`config.mk`:
```
export PLATFORM = sky130hd
export DESIGN_NAME = seq_pattern_tx
export DESIGN_NICKNAME = d
export VERILOG_FILES = /design/src/rtl/seq_pattern_tx.sv
export SDC_FILE = /design/constraint.sdc
export NUM_CORES = 1
export LEC_CHECK = 0
export BUFFER_PORTS_ARGS = -buffer_cell sky130_fd_sc_hd__buf_4
export CAP_MARGIN = 25
export CELL_PAD_IN_SITES_DETAIL_PLACEMENT = 1
export CELL_PAD_IN_SITES_GLOBAL_PLACEMENT = 1
export CORE_AREA = 2 2 64 66
export DETAILED_ROUTE_END_ITERATION = 10
export DIE_AREA = 0 0 66 68
export PLACE_DENSITY = 0.87
export SYNTH_ARGS = -nofsm -noshare
export SYNTH_HDL_FRONTEND = slang
export SYNTH_SLANG_ARGS = --single-unit
```
`constraint.sdc`:
```
create_clock -name clk_in -period 2.45 [get_ports clk_in]
set_input_delay 0.49 -clock clk_in [delete_from_list [all_inputs] [get_ports clk_in]]
set_output_delay 0.49 -clock clk_in [all_outputs]
set_load 0.02 [all_outputs]
```
`src/rtl/seq_pattern_tx.sv`:
```
// Serial pattern transmitter: captures a parallel pattern and shifts it out MSB-first,
// optionally repeating it back-to-back, with registered valid/busy/done handshakes.
module seq_pattern_tx #(
  parameter int unsigned DATA_WIDTH = 8,
  parameter int unsigned LEN_WIDTH  = 4,
  parameter int unsigned REP_WIDTH  = 4
) (
  input  logic                  clk_in,
  input  logic                  reset_in,
  input  logic                  start_in,
  input  logic [DATA_WIDTH-1:0] pattern_in,
  input  logic [LEN_WIDTH-1:0]  len_in,
  input  logic [REP_WIDTH-1:0]  repeat_in,
  output logic                  seq_out,
  output logic                  valid_out,
  output logic                  busy_out,
  output logic                  done_out
);

  localparam int unsigned IDX_W = (DATA_WIDTH > 1) ? $clog2(DATA_WIDTH) : 1;
  localparam logic [LEN_WIDTH-1:0] LEN_MAX = LEN_WIDTH'(DATA_WIDTH);

  typedef enum logic [1:0] {
    IDLE = 2'd0,
    SEND = 2'd1,
    DONE = 2'd2
  } state_e;

  state_e                  state_q, state_d;
  logic [DATA_WIDTH-1:0]   pat_q, pat_d;
  logic [LEN_WIDTH-1:0]    last_q, last_d;
  logic [LEN_WIDTH-1:0]    bit_q, bit_d;
  logic [REP_WIDTH-1:0]    pass_q, pass_d;
  logic                    seq_q, seq_d;
  logic                    valid_q, valid_d;
  logic                    busy_q, busy_d;
  logic                    done_q, done_d;
  logic [LEN_WIDTH-1:0]    eff_last_c;

  // Index of the first bit to send; out-of-range lengths select the full pattern.
  always_comb begin
    if ((len_in == '0) || (len_in > LEN_MAX)) begin
      eff_last_c = LEN_MAX - LEN_WIDTH'(1);
    end else begin
      eff_last_c = len_in - LEN_WIDTH'(1);
    end
  end

  always_comb begin
    state_d = state_q;
    pat_d   = pat_q;
    last_d  = last_q;
    bit_d   = bit_q;
    pass_d  = pass_q;
    seq_d   = 1'b0;
    valid_d = 1'b0;
    busy_d  = 1'b0;
    done_d  = 1'b0;

    case (state_q)
      IDLE, DONE: begin
        if (start_in) begin
          state_d = SEND;
          pat_d   = pattern_in;
          last_d  = eff_last_c;
          bit_d   = eff_last_c;
          pass_d  = repeat_in;
          seq_d   = pattern_in[IDX_W'(eff_last_c)];
          valid_d = 1'b1;
          busy_d  = 1'b1;
        end else begin
          state_d = IDLE;
        end
      end

      SEND: begin
        if (bit_q != '0) begin
          bit_d   = bit_q - LEN_WIDTH'(1);
          seq_d   = pat_q[IDX_W'(bit_q - LEN_WIDTH'(1))];
          valid_d = 1'b1;
          busy_d  = 1'b1;
        end else if (pass_q != '0) begin
          // Wrap to the top of the pattern with no idle cycle between passes.
          pass_d  = pass_q - REP_WIDTH'(1);
          bit_d   = last_q;
          seq_d   = pat_q[IDX_W'(last_q)];
          valid_d = 1'b1;
          busy_d  = 1'b1;
        end else begin
          state_d = DONE;
          done_d  = 1'b1;
        end
      end

      default: begin
        state_d = IDLE;
      end
    endcase
  end

  always_ff @(posedge clk_in) begin
    if (reset_in) begin
      state_q <= IDLE;
      pat_q   <= '0;
      last_q  <= '0;
      bit_q   <= '0;
      pass_q  <= '0;
      seq_q   <= 1'b0;
      valid_q <= 1'b0;
      busy_q  <= 1'b0;
      done_q  <= 1'b0;
    end else begin
      state_q <= state_d;
      pat_q   <= pat_d;
      last_q  <= last_d;
      bit_q   <= bit_d;
      pass_q  <= pass_d;
      seq_q   <= seq_d;
      valid_q <= valid_d;
      busy_q  <= busy_d;
      done_q  <= done_d;
    end
  end

  assign seq_out   = seq_q;
  assign valid_out = valid_q;
  assign busy_out  = busy_q;
  assign done_out  = done_q;

endmodule

```
-- After elaboration in Yosys (flattened, before gate mapping)
Cells that the tools add are included.
- RAM bits: 0
- flip-flop bits (word level): 25
- bits in latches: 0
- memories kept: 0
- logic and storage cells: 63
- input bits: 19
- bits in read-only memories: 0
- add/sub/neg operators: 3
- divide/modulo/power cells: 0
- equality and inequality tests: 7
- multipliers: 0
- reduce and logical (&&, ||, !) cells: 12
- bitwise operators: 1
- order comparisons: 4
- shifts and indexed selects: 0
- muxes and demuxes: 28
- operators by type and width (kind ; count):
    $mux W4 ; 7
    $pmux W4 S2 ; 2
    $lt A3 B4 Y1 const B ; 3
    $sub A4 B1 Y4 const B ; 3
    $mux W1 ; 11
    $bmux W1 S3 ; 3
    $ne A2 B2 Y1 const B ; 4
    $reduce_bool A4 Y1 ; 2
    $gt A4 B4 Y1 const B ; 1
    $logic_not A4 Y1 ; 1
    $mux W2 ; 2
    $pmux W1 S2 ; 2
    $pmux W2 S2 ; 1
    $reduce_and A2 Y1 ; 2
    $reduce_and A4 Y1 ; 1
    $ne A3 B3 Y1 const B ; 1
    $reduce_and A3 Y1 ; 1
    $reduce_or A3 Y1 ; 1
    $eq A2 B1 Y1 const B ; 1
    $eq A2 B2 Y1 const B ; 1
    $logic_not A2 Y1 ; 1
    $reduce_bool A2 Y1 ; 1
    $reduce_or A2 Y1 ; 1
    $logic_or A1 B1 Y1 ; 1
    $not A1 Y1 ; 1

-- Depth between registers and ports, before layout
Gate-level depths: netlist of run 1.
- depth in word-level cells: 7
- mapped depth: 9

-- Least setup slack after synthesis of run 1
No wires, ideal clock.
- path kind: in2reg
- start point: in len_in[0]
- end point: reg bit_q[3]
- required time: 2.371 ns
- stages on the path: 7
- path slack: 0.673 ns
- arrival: 1.697 ns
- cells stage by stage: buf_6 > inv_1 > ha_1 > or4_1 > a21oi_1 > o21ai_1 > a211oi_2
- cells in the longest elaborated chain, start to end: 5
- elaborated cells on any way between the ends: 7
- RTL lines (item ; RTL line ; text):
    start: declaration ; 12 ; input logic [LEN_WIDTH-1:0] len_in,
    $gt A4 B4 Y1 / $logic_not A4 Y1 (equally long branches) ; 42 ; if ((len_in == '0) || (len_in > LEN_MAX)) begin
    $logic_or A1 B1 Y1 ; 42 ;
    $mux W4 (*) ; 42 ;
    $mux W4 (*) ; 62 ; if (start_in) begin
    $pmux W4 S2 (*) ; 60 ; case (state_q)
    end signal: assignment ; 116 ; bit_q <= bit_d;
    end: declaration ; 32 ; logic [LEN_WIDTH-1:0] bit_q, bit_d;
Every way passes the cells marked *; elsewhere a longest branch is shown, timed or not. The select of a mux whose other input is x is not followed.
A chain may end at the register's enable or synchronous reset.

-- Worst setup path in the final report of run 1
- start point: reg bit_q[1]
- end point: reg bit_q[1]
- cells in the longest elaborated chain, start to end: 3
- elaborated cells on any way between the ends: 6
- RTL lines (item):
    $sub A4 B1 Y4 / $reduce_bool A4 Y1 (equally long branches)
    $mux W4 / $ne A3 B3 Y1 (equally long branches)
    $pmux W4 S2 / $reduce_and A3 Y1 (equally long branches)
Several ways; a longest one is shown, not always the timed one.

==> out/results.tsv, run 1 <==
stage	metric	value	unit
job	maxCapViolCount	0	
setup_path	cp.required	2.62	ns
global_route	grt_pass1_vias	1378	
worst_hold_path	whs_path_depth	3	
yosys	synth_nets	206	
global_route	grt_use_met2	35.7	%
global_route	grtUsageMet1	21.6	%
sta	min_period	1.86	ns
drt	viasPerCell	5.45	
global_route	grt_max_degree	27	
setup_path	crit_path_start	bit_q[1]	
yosys	synth_area_per_cell	8.03	um^2
yosys	ys_async_sr_fraction	0	%
power	clkPwrFrac	22.7	%
placed_design	gp_congestion	0.861	
setup_path	r2r_cells	6	
sta	setup_viol	0	
worst_hold_path	worstHoldStart	pattern_in[7]	
power	internal-power	0.730	mW
drt	finalWirelength	3.78	mm
placed_design	place_ws	0.344	ns
worst_hold_path	holdPathEnd	pat_q[7]	
power	netSwitchingFraction	35.3	%
clock_tree	cts_root_buffer	clkbuf_8	
setup_path	critPathMaxFanout	7	
power	pwr_density_cell	661	mW/mm^2
yosys	ys_top_cells_by_count	27 x nand2_1, 25 x dfxtp_1, 22 x a21oi_1	
finish	n_antenna_cell	0	
sta	rsz0062_at_grt	no	
sta	worstMarginPinSlew	0.600	ns
finish	nNetsFinal	222	
clock_tree	insertion_delay	0.28	ns
setup_path	crit_chain	inv_1, ha_1, nor3b_4, nand2_1, a21o_1, o221a_1	
status	status	complete, no violations	
worst_hold_path	hold_class	in2reg	
setup_path	startpoint_type	register	
yosys	synthCells	184	
sta	drv_slew	0	
floorplanning	initial_core_util	38.3	%
placed_design	place_area	0.00166	mm^2
yosys	synth-edff-count	0	
power	p_comb_share	33.9	%
clock_tree	ctsResizeCount	0	
floorplanning	die_y	68	um
setup_path	end_kind	register	
yosys	netlist.area_leader.share	33.9	%
finish	stdcell_count	249	
drt	dr.first_iter.drc_count	59	
drt	wl_per_cell	15.2	um
global_route	grt_pass1_wl	6.42	mm
sta	finalSetupTns	0	ns
clock_tree	ctsHoldBuffers	0	
clock_tree	cts_tree	yes	
finish	utilization	44.3	%
setup_path	crit_arrival	2.04	ns
global_route	grt_busiest_layer	met2	
placed_design	place_hpwl	2.94	mm
setup_path	cp_slowest_stage_delay	0.35	ns
setup_path	cp_num_buf_inv	1	
finish	drive_above_1_share	20.1	%
finish	areaGrowthSynthToFinish	15.5	%
sta	hold_violations	0	
setup_path	worstSetupPathType	reg2reg	
setup_path	r2r_slack	0.59	ns
clock_tree	cts_setup_buffers	0	
sta	fmax	0.537	GHz
clock_tree	cts_inserted_buffers	3	
clock_tree	clkSinkCount	25	
floorplanning	dieArea	0.00449	mm^2
floorplanning	core-area	0.00386	mm^2
sta	skew	0.00398	ns
yosys	syn-cell-area	0.00148	mm^2
yosys	synth_top_flop_cell	dfxtp_1	
setup_path	cp.depth	6	
setup_path	slowest_stage	dfxtp_1	
drt	ant_nets	0	
yosys	yosys_warnings	0	
floorplanning	pin_count	23	
yosys	synth_seq_cells	25	
power	pwr-share-seq	43.4	%
yosys	ys_types	45	
setup_path	worstReg2RegStart	bit_q[1]	
global_route	overflow	0	
power	peakVddDrop	246	uV
yosys	seq_area_frac_synth	33.9	%
floorplanning	fp.dieW	66	um
clock_tree	clkSlewWorstSetupHoldPaths	0.09	ns
clock_tree	cts_buffer_depth	2	
global_route	use_met3	3.13	%
power	finalPower	1.13	mW
finish	stdcell_area	0.00171	mm^2
drt	drc	0	
floorplanning	num_rows	23	
placed_design	io_buffers	22	
placed_design	place_inst	245	
setup_path	cpLargestDelayFamily	simple AND/OR/NAND/NOR gates	
setup_path	r2r_end	bit_q[1]	
yosys	synth.most_common_cell	nand2_1	
sta	hold_slack	0.465	ns
yosys	synth_top_area_cell	dfxtp_1	
power	cellLeakagePower	0.666	nW
drt	num_vias	1357	
global_route	antenna_found_initial	0	
sta	finalCritPeriodShare	76.0	%
sta	relSlewSlack	59.7	%
sta	setup_ws	0.588	ns
drt	first_pass_iters	4	
clock_tree	cts_max_level	1	
power	p_switching	0.398	mW
global_route	grt.total_usage	18.8	%
yosys	netlist_top_cells_area	dfxtp_1 34%, a21oi_1 7.5%, nand2_1 6.9%, mux2i_1 5.4%, nor2_1 3.8%	
==> worst reg2reg max path, stage by stage, from the launching register on <==
cell and delay, ns:
dfxtp_1 0.35, inv_1 0.06, ha_1 0.27, nor3b_4 0.33, nand2_1 0.24, a21o_1 0.26, o221a_1 0.25
==> cell type report <==
| type | instances | area, um^2 |
|---|---|---|
| flip-flops and latches | 25 | 500 |
| fillers | 496 | 2150 |
| inverters | 7 | 26.3 |
| clock inverters | 1 | 5.00 |
| well taps | 50 | 62.6 |
| repair buffers | 26 | 195 |
| clock buffers | 3 | 41.3 |
| multi-input cells | 137 | 876 |
==> per-layer routing <==
layer  routed length, um  share of wire, %
met5                   0                 0
met4                  52               1.4
met3                 119               3.2
met2                1970                52
met1                1640                43
==> cell families (layout without fill, tap and decap cells) <==
| family | Yosys count | in the layout | synth area share (%) |
|---|---|---|---|
| buffers and inverters | 22 | 37 | 6.86 |
| DFF | 25 | 25 | 33.9 |
| adders and majority gates | 3 | 3 | 2.54 |
| muxes | 10 | 10 | 8.47 |
| and+or+nand+nor | 73 | 73 | 24.1 |
| xor gates and xnor gates | 2 | 2 | 1.19 |
| AOI/OAI and AO/OA | 49 | 49 | 22.9 |
==> state kept, by name, summed over array words and instances (netlist names) <==
name      count
bit_q         4
busy_out      1
done_out      1
last_q        4
pass_q        4
pat_q         8
seq_out       1
state_q       2
==> power groups by stage <==
stage                     Combinational, mW  Clock (mW)  Sequential, mW
final                                 0.383       0.256           0.489
after global routing                  0.424       0.282           0.496
after CTS                             0.387       0.266           0.490
after detailed placement              0.384           0           0.499
after global placement                0.368           0           0.497
after floorplan                       0.287           0           0.486
==> worst max path at each step <==
stage / end / slack, ns
floorplan: bit_q[3] / 0.67
global placement: seq_out / 0.54
detailed placement: seq_out / 0.34
CTS: bit_q[1] / 0.58
global route: pass_q[3] / 0.41
finish: bit_q[1] / 0.59
==> layout by cell type (no fill, tap or decap), drive strengths merged, types with 2 or more instances in the layout <==
cell type,n
o211ai,2
nand3,8
a211oi,2
nor3b,2
a21o,3
ha,3
dfxtp,25
o21a,2
a21oi,23
o21ai,7
nand2b,4
nand2,27
nor3,7
inv,7
nor2,15
a2111oi,2
buf,26
mux2i,8
clkbuf,3
mux4,2
xnor2,2
nor2b,5
Power figures use the tool's default switching activity.
==> inputs of run 2 (changes only) <==
Settings changed: CORE_AREA 2 2 64 66 to 2 2 67 69, DIE_AREA 0 0 66 68 to 0 0 69 71, PLACE_DENSITY 0.87 to 0.84.
Clock period 2.45 ns to 1.6 ns, I/O delays scaled along.
==> run 2 against run 1 <==
  * Sequential share of layout area down 3.8 points
  * Via count up 7.1%
  * Power is 73% higher
  * Non-clock buffer count increased by 26
  * First-iteration DRC count fell by 54%
  * Routed wire length grew 7.8%
  * Die area grew 9.2%
  * Largest power group is now combinational logic
  * Highest routed layer unchanged
==> out/results.tsv, run 2 (same netlist as run 1, synthesis figures left out) <==
stage	metric	value	unit	change
floorplanning	die_y	71	um	+4.4%
setup_path	startpoint_type	register		
clock_tree	cts_tree	yes		
global_route	antenna_found_initial	0		unchanged
drt	wl_per_cell	14.7	um	-3.1%
drt	topRoutingLayerUsed	met4		
power	pwr-share-seq	38.3	%	-5.1 points
finish	areaGrowthSynthToFinish	34.0	%	
clock_tree	insertion_delay	0.27	ns	about the same
floorplanning	initial_core_util	35.1	%	-3.2 points
global_route	grt_pass1_vias	1508		+9.4%
sta	drv_slew	0		unchanged
power	pwr_density_cell	986	mW/mm^2	+49%
sta	setup_ws	0.00151	ns	-0.587 ns
global_route	grt.total_usage	17.2	%	-1.5 points
placed_design	place_hpwl	3.15	mm	+7.3%
sta	finalCritPeriodShare	99.9	%	+24 points
setup_path	slowest_stage	dfxtp_2		
power	cellLeakagePower	0.811	nW	+22%
finish	final_cell_mix	50 x buf_4, 26 x nand2_1, 21 x a21oi_1, 21 x dfxtp_1, 12 x nor2_1		
floorplanning	num_rows	24		+4.3%
placed_design	place_area	0.00184	mm^2	+11%
setup_path	cp.required	1.78	ns	-0.84 ns
clock_tree	cts_max_level	1		unchanged
drt	m1WireLength	1.80	mm	+10%
power	netSwitchingFraction	33.9	%	-1.4 points
clock_tree	cts_root_buffer	clkbuf_8		
finish	drive_above_1_share	36.9	%	+17 points
drt	drc	0		unchanged
placed_design	io_buffers	22		unchanged
sta	worstMarginPinSlew	0.506	ns	-0.0945 ns
sta	hold_violations	0		unchanged
clock_tree	ctsHoldBuffers	0		unchanged
floorplanning	dieArea	0.00490	mm^2	+9.2%
finish	stdcell_count	277		+11%
sta	fmax	0.626	GHz	+16%
setup_path	crit_arrival	1.78	ns	-0.26 ns
drt	first_pass_iters	4		unchanged
finish	num-fill-cells	519		+4.6%
sta	finalSetupTns	0	ns	unchanged
clock_tree	cts_buffer_depth	2		unchanged
power	internal-power	1.29	mW	+77%
drt	num_vias	1454		+7.1%
power	p_switching	0.663	mW	+66%
drt	viasPerCell	5.25		-3.7%
finish	regMostFlops	pat_q		
setup_path	cp_slowest_stage_delay	0.35	ns	about the same
setup_path	worstSetupPathType	reg2reg		
setup_path	end_kind	register		
finish	multi_input_area	940	um^2	+7.3%
sta	relSlewSlack	66.1	%	+6.3 points
worst_hold_path	hold_class	in2reg		
sta	hold_slack	0.306	ns	-0.159 ns
clock_tree	clkSinkCount	25		unchanged
floorplanning	pin_count	23		unchanged
clock_tree	cts_inserted_buffers	3		unchanged
drt	ant_nets	0		unchanged
finish	nNetsFinal	248		+12%
sta	setup_viol	0		unchanged
status	status	complete, no violations		
finish	n_antenna_cell	0		unchanged
sta	rsz0062_at_grt	yes		
drt	route.met2.wl	2.13	mm	+8.2%
global_route	overflow	0		unchanged
global_route	grt_max_degree	19		-30%
drt	met3WireLength	117	um	-1.7%
clock_tree	clkSlewWorstSetupHoldPaths	0.09	ns	about the same
sta	skew	0.00729	ns	+0.00331 ns
setup_path	critPathMaxFanout	4		-3
drt	dr.first_iter.drc_count	27		-54%
finish	largest_reg_flops	8		unchanged
sta	min_period	1.60	ns	-0.263 ns
power	p_comb_share	42.1	%	+8.2 points
power	peakVddDrop	519	uV	+110%
placed_design	place_inst	267		+9.0%
drt	finalWirelength	4.07	mm	+7.8%
job	maxCapViolCount	0		unchanged
power	finalPower	1.95	mW	+73%
setup_path	crit_chain	inv_2, ha_4, nor3b_4, buf_6, nand2b_4, o21ai_4, nor2_2, a2111oi_2		
placed_design	place_ws	-0.116	ns	-0.460 ns
finish	utilization	47.1	%	+2.9 points
global_route	grt_pass1_wl	6.91	mm	+7.6%
floorplanning	fp.dieW	69	um	+4.5%
placed_design	gp_congestion	0.766		-11%
floorplanning	core-area	0.00420	mm^2	+9.0%
finish	stdcell_area	0.00198	mm^2	+16%
power	clkPwrFrac	19.6	%	-3.1 points
finish	seqCellArea	505	um^2	+1.0%
finish	mostFrequentLayoutCell	buf_4		
## run 2: cell count changes in the layout (fill, tap and decap cells not counted), sizes merged
cell / before / now
buf: 26 / 52
## run 2: metal layers
layer  track usage [%]  up-vias
li1                  -      729
met1              20.3      701
met2              32.9       22
met3              3.42        2
met4              2.61        0
met5                 0        -
## run 2: power by group through the flow
| stage | clock, mW | sequential (mW) | combinational [mW] |
|---|---|---|---|
| floorplan | 0 | 0.744 | 0.473 |
| global placement | 0 | 0.751 | 0.712 |
| detailed placement | 0 | 0.755 | 0.734 |
| CTS | 0.397 | 0.744 | 0.761 |
| global route | 0.429 | 0.760 | 0.901 |
| finish | 0.382 | 0.749 | 0.822 |
## run 2: what timing repair did
action,4_1_cts,5_1_grt
gates resized for setup,5,13
setup endpoints to repair,10,8
pin swaps,3,5
buffers inserted,1,5
## run 2: worst max-delay path: cells and delay by family (launching register included)
kind	cells	cell delay, ns
simple gates	3	0.35
buf+inv	2	0.18
compound gates	2	0.47
fa+ha+maj	1	0.16
flops	1	0.35
## run 2: cell type report
| class | instances | share of cell area [%] |
|---|---|---|
| Tap cell | 52 | 3.28 |
| Sequential cell | 25 | 25.5 |
| Clock inverter | 1 | 0.253 |
| Inverter | 7 | 1.33 |
| Clock buffer | 3 | 2.08 |
| Multi-Input combinational cell | 137 | 47.4 |
| Timing Repair Buffer | 52 | 20.1 |
## run 2: final timing paths
kind	slack, ns	cells after the start	endpoint	start
min	0.31	3	pat_q[0]	pattern_in[0]
min reg2reg	0.48	2	pat_q[4]	pat_q[4]
max reg2reg	0.002	8	pass_q[2]	pass_q[0]
max	0.002	8	pass_q[2]	pass_q[0]
==> inputs of run 3 (changes only) <==
Settings changed: ABC_AREA set to 1, CORE_AREA 2 2 67 69 to 2 2 69 71, DIE_AREA 0 0 69 71 to 0 0 71 73.
==> run 3 against run 2 <==
  * Core utilization shrank 7.9 points
  * Power decreased by 4.1%
  * Worst hold slack lost 0.069 ns
  * Fmax increased by 9.2%
  * Worst setup slack improved by 0.13 ns
==> out/results.tsv, run 3 <==
stage	metric	value	unit	change
clock_tree	cts_setup_buffers	0		-1
floorplanning	core-area	0.00454	mm^2	+7.9%
finish	nNetsFinal	277		+12%
sta	relSlewSlack	80.7	%	+15 points
placed_design	place_area	0.00173	mm^2	-5.9%
worst_hold_path	hold_class	in2reg		
setup_path	cp_num_buf_inv	2		unchanged
yosys	netlist_top_cells_area	dfxtp_1 34%, nand2_1 13%, nor2_1 7.3%, nand3_1 6.4%, inv_1 6.3%		
power	peakVddDrop	453	uV	-13%
sta	fmax	0.683	GHz	+9.2%
clock_tree	cts_buffer_depth	2		unchanged
drt	dr.first_iter.drc_count	28		+3.7%
clock_tree	clkSlewWorstSetupHoldPaths	0.09	ns	about the same
yosys	synth_top_flop_cell	dfxtp_1		
yosys	netlist.area_leader.share	33.6	%	-0.26 points
setup_path	end_kind	register		
sta	hold_violations	0		unchanged
clock_tree	cts_root_buffer	clkbuf_8		
global_route	antenna_found_initial	0		unchanged
setup_path	worstSetupPathType	reg2reg		
setup_path	crit_chain	inv_1, ha_1, inv_2, nor2_2, nand2_2, nand2_1, nand2_1, nand2_2, nor2_1, a211oi_1		
clock_tree	cts_inserted_buffers	3		unchanged
sta	setup_viol	0		unchanged
global_route	overflow	0		unchanged
setup_path	crit_path_start	pass_q[0]		
setup_path	cp.required	1.80	ns	+0.02 ns
yosys	synth-edff-count	0		unchanged
clock_tree	ctsHoldBuffers	0		unchanged
clock_tree	cts_max_level	1		unchanged
power	p_switching	0.709	mW	+7.0%
yosys	synth_area_per_cell	6.53	um^2	-19%
sta	finalSetupTns	0	ns	unchanged
power	pwr_density_cell	1050	mW/mm^2	+6.8%
finish	n_antenna_cell	0		unchanged
drt	ant_nets	0		unchanged
yosys	synth_nets	250		+21%
global_route	grt.total_usage	16.4	%	-0.82 points
sta	drv_slew	0		unchanged
global_route	grt_pass1_wl	6.75	mm	-2.4%
power	p_comb_share	38.3	%	-3.8 points
sta	setup_ws	0.136	ns	+0.135 ns
floorplanning	die_y	73	um	+2.8%
sta	worstMarginPinSlew	0.287	ns	-0.218 ns
finish	final_cell_mix	49 x nand2_1, 30 x buf_4, 29 x nor2_1		
sta	finalCritPeriodShare	91.5	%	-8.4 points
setup_path	slowest_stage	dfxtp_2		
yosys	seq_area_frac_synth	33.6	%	-0.26 points
status	status	complete, no violations		
power	cellLeakagePower	0.874	nW	+7.7%
yosys	synthCells	228		+24%
placed_design	place_hpwl	3.06	mm	-2.9%
yosys	ys_types	29		-36%
drt	num_vias	1536		+5.6%
finish	drive_above_1_share	21.3	%	-16 points
worst_hold_path	worstHoldStart	reset_in		
yosys	ys_async_sr_fraction	0	%	unchanged
placed_design	place_ws	0.0265	ns	+0.143 ns
clock_tree	ctsResizeCount	0		-5
job	maxCapViolCount	0		unchanged
yosys	synth.most_common_cell	nand2_1		
finish	stdcell_area	0.00178	mm^2	-10%
yosys	syn-cell-area	0.00149	mm^2	+0.76%
yosys	synth_top_area_cell	dfxtp_1		
global_route	grt_pass1_vias	1591		+5.5%
drt	finalWirelength	3.82	mm	-6.0%
setup_path	cp_slowest_stage_delay	0.34	ns	about the same
setup_path	crit_arrival	1.66	ns	-0.12 ns
floorplanning	pin_count	23		unchanged
placed_design	gp_congestion	0.820		+7.0%
finish	areaGrowthSynthToFinish	19.4	%	
setup_path	critPathMaxFanout	8		+4
global_route	grt_max_degree	18		-1
yosys	yosys_warnings	0		unchanged
drt	wl_per_cell	12.4	um	-15%
sta	skew	0.00155	ns	-0.00574 ns
setup_path	worstReg2RegStart	pass_q[0]		
power	pwr-share-seq	40.9	%	+2.6 points
placed_design	io_buffers	22		unchanged
floorplanning	initial_core_util	32.8	%	-2.3 points
power	finalPower	1.87	mW	-4.1%
clock_tree	insertion_delay	0.27	ns	about the same
sta	rsz0062_at_grt	no		
sta	min_period	1.46	ns	-0.135 ns
floorplanning	dieArea	0.00518	mm^2	+5.8%
drt	viasPerCell	4.99		-5.0%
finish	largest_reg_flops	8		unchanged
finish	utilization	39.2	%	-7.9 points
power	internal-power	1.16	mW	-9.8%
clock_tree	cts_tree	yes		
drt	first_pass_iters	4		unchanged
power	clkPwrFrac	20.8	%	+1.2 points
floorplanning	fp.dieW	71	um	+2.9%
power	netSwitchingFraction	37.8	%	+3.9 points
finish	mostFrequentLayoutCell	nand2_1		
drt	drc	0		unchanged
finish	regMostFlops	pat_q		
floorplanning	num_rows	25		+4.2%
clock_tree	clkSinkCount	25		unchanged
yosys	synth_seq_cells	25		unchanged
yosys	ys_top_cells_by_count	50 x nand2_1, 29 x nor2_1, 25 x dfxtp_1, 25 x inv_1, 19 x nand3_1		
setup_path	startpoint_type	register		
setup_path	cpLargestDelayFamily	simple AND/OR/NAND/NOR gates		
## run 3: cell count changes after synthesis, moves of 11 or more
cell     previous run  this run
inv_1               7        25
nand3_1             8        19
nor2_1             15        29
nand2_1            27        50
o21ai_0             4        16
a21oi_1            22         9
## run 3: through the flow
| stage | hold slack (ns) | instances |
|---|---|---|
| 2_1_floorplan | 0.389 | 228 |
| 3_3_place_gp | 0.468 | 304 |
| 3_5_place_dp | 0.493 | 304 |
| 4_1_cts | 0.235 | 308 |
| 5_1_grt | 0.237 | 308 |
| 6_report | 0.237 | 308 |
## run 3: cell families after synthesis
kind of cell               share of synthesized area [%]
DFF                                                 33.6
AOI/OAI and AO/OA                                   14.5
xor gates and xnor gates                           0.588
adders and majority gates                           2.52
buffers and inverters                               11.8
and+or+nand+nor                                     37.0
## run 3: path summary, 6_finish.rpt
kind | to | slack, ns | depth (start not counted)
max | pass_q[2] | 0.14 | 10
min | pass_q[3] | 0.24 | 2
max reg2reg | pass_q[2] | 0.14 | 10
min reg2reg | pass_q[0] | 0.50 | 2
## run 3: final cells by class
class,count,area [um^2]
Inverter,32,123
Fill cell,593,2760
Sequential cell,25,502
Clock buffer,4,45.0
Multi-Input combinational cell,163,816
Timing Repair Buffer,30,225
Tap cell,54,67.6
## run 3: metal layers
metal | global-route usage [%] | wire (um)
met4 | 5.66 | 62
met1 | 19.5 | 1770
met2 | 30.1 | 1810
met5 | 0 | 0
met3 | 2.49 | 178
## run 3: power groups by stage
stage / logic (mW) / registers (mW) / clock network (mW)
6_report: 0.718 / 0.766 / 0.389
5_1_grt: 0.819 / 0.779 / 0.423
4_1_cts: 0.724 / 0.765 / 0.396
3_5_place_dp: 0.717 / 0.779 / 0
3_3_place_gp: 0.692 / 0.776 / 0
2_1_floorplan: 0.518 / 0.770 / 0
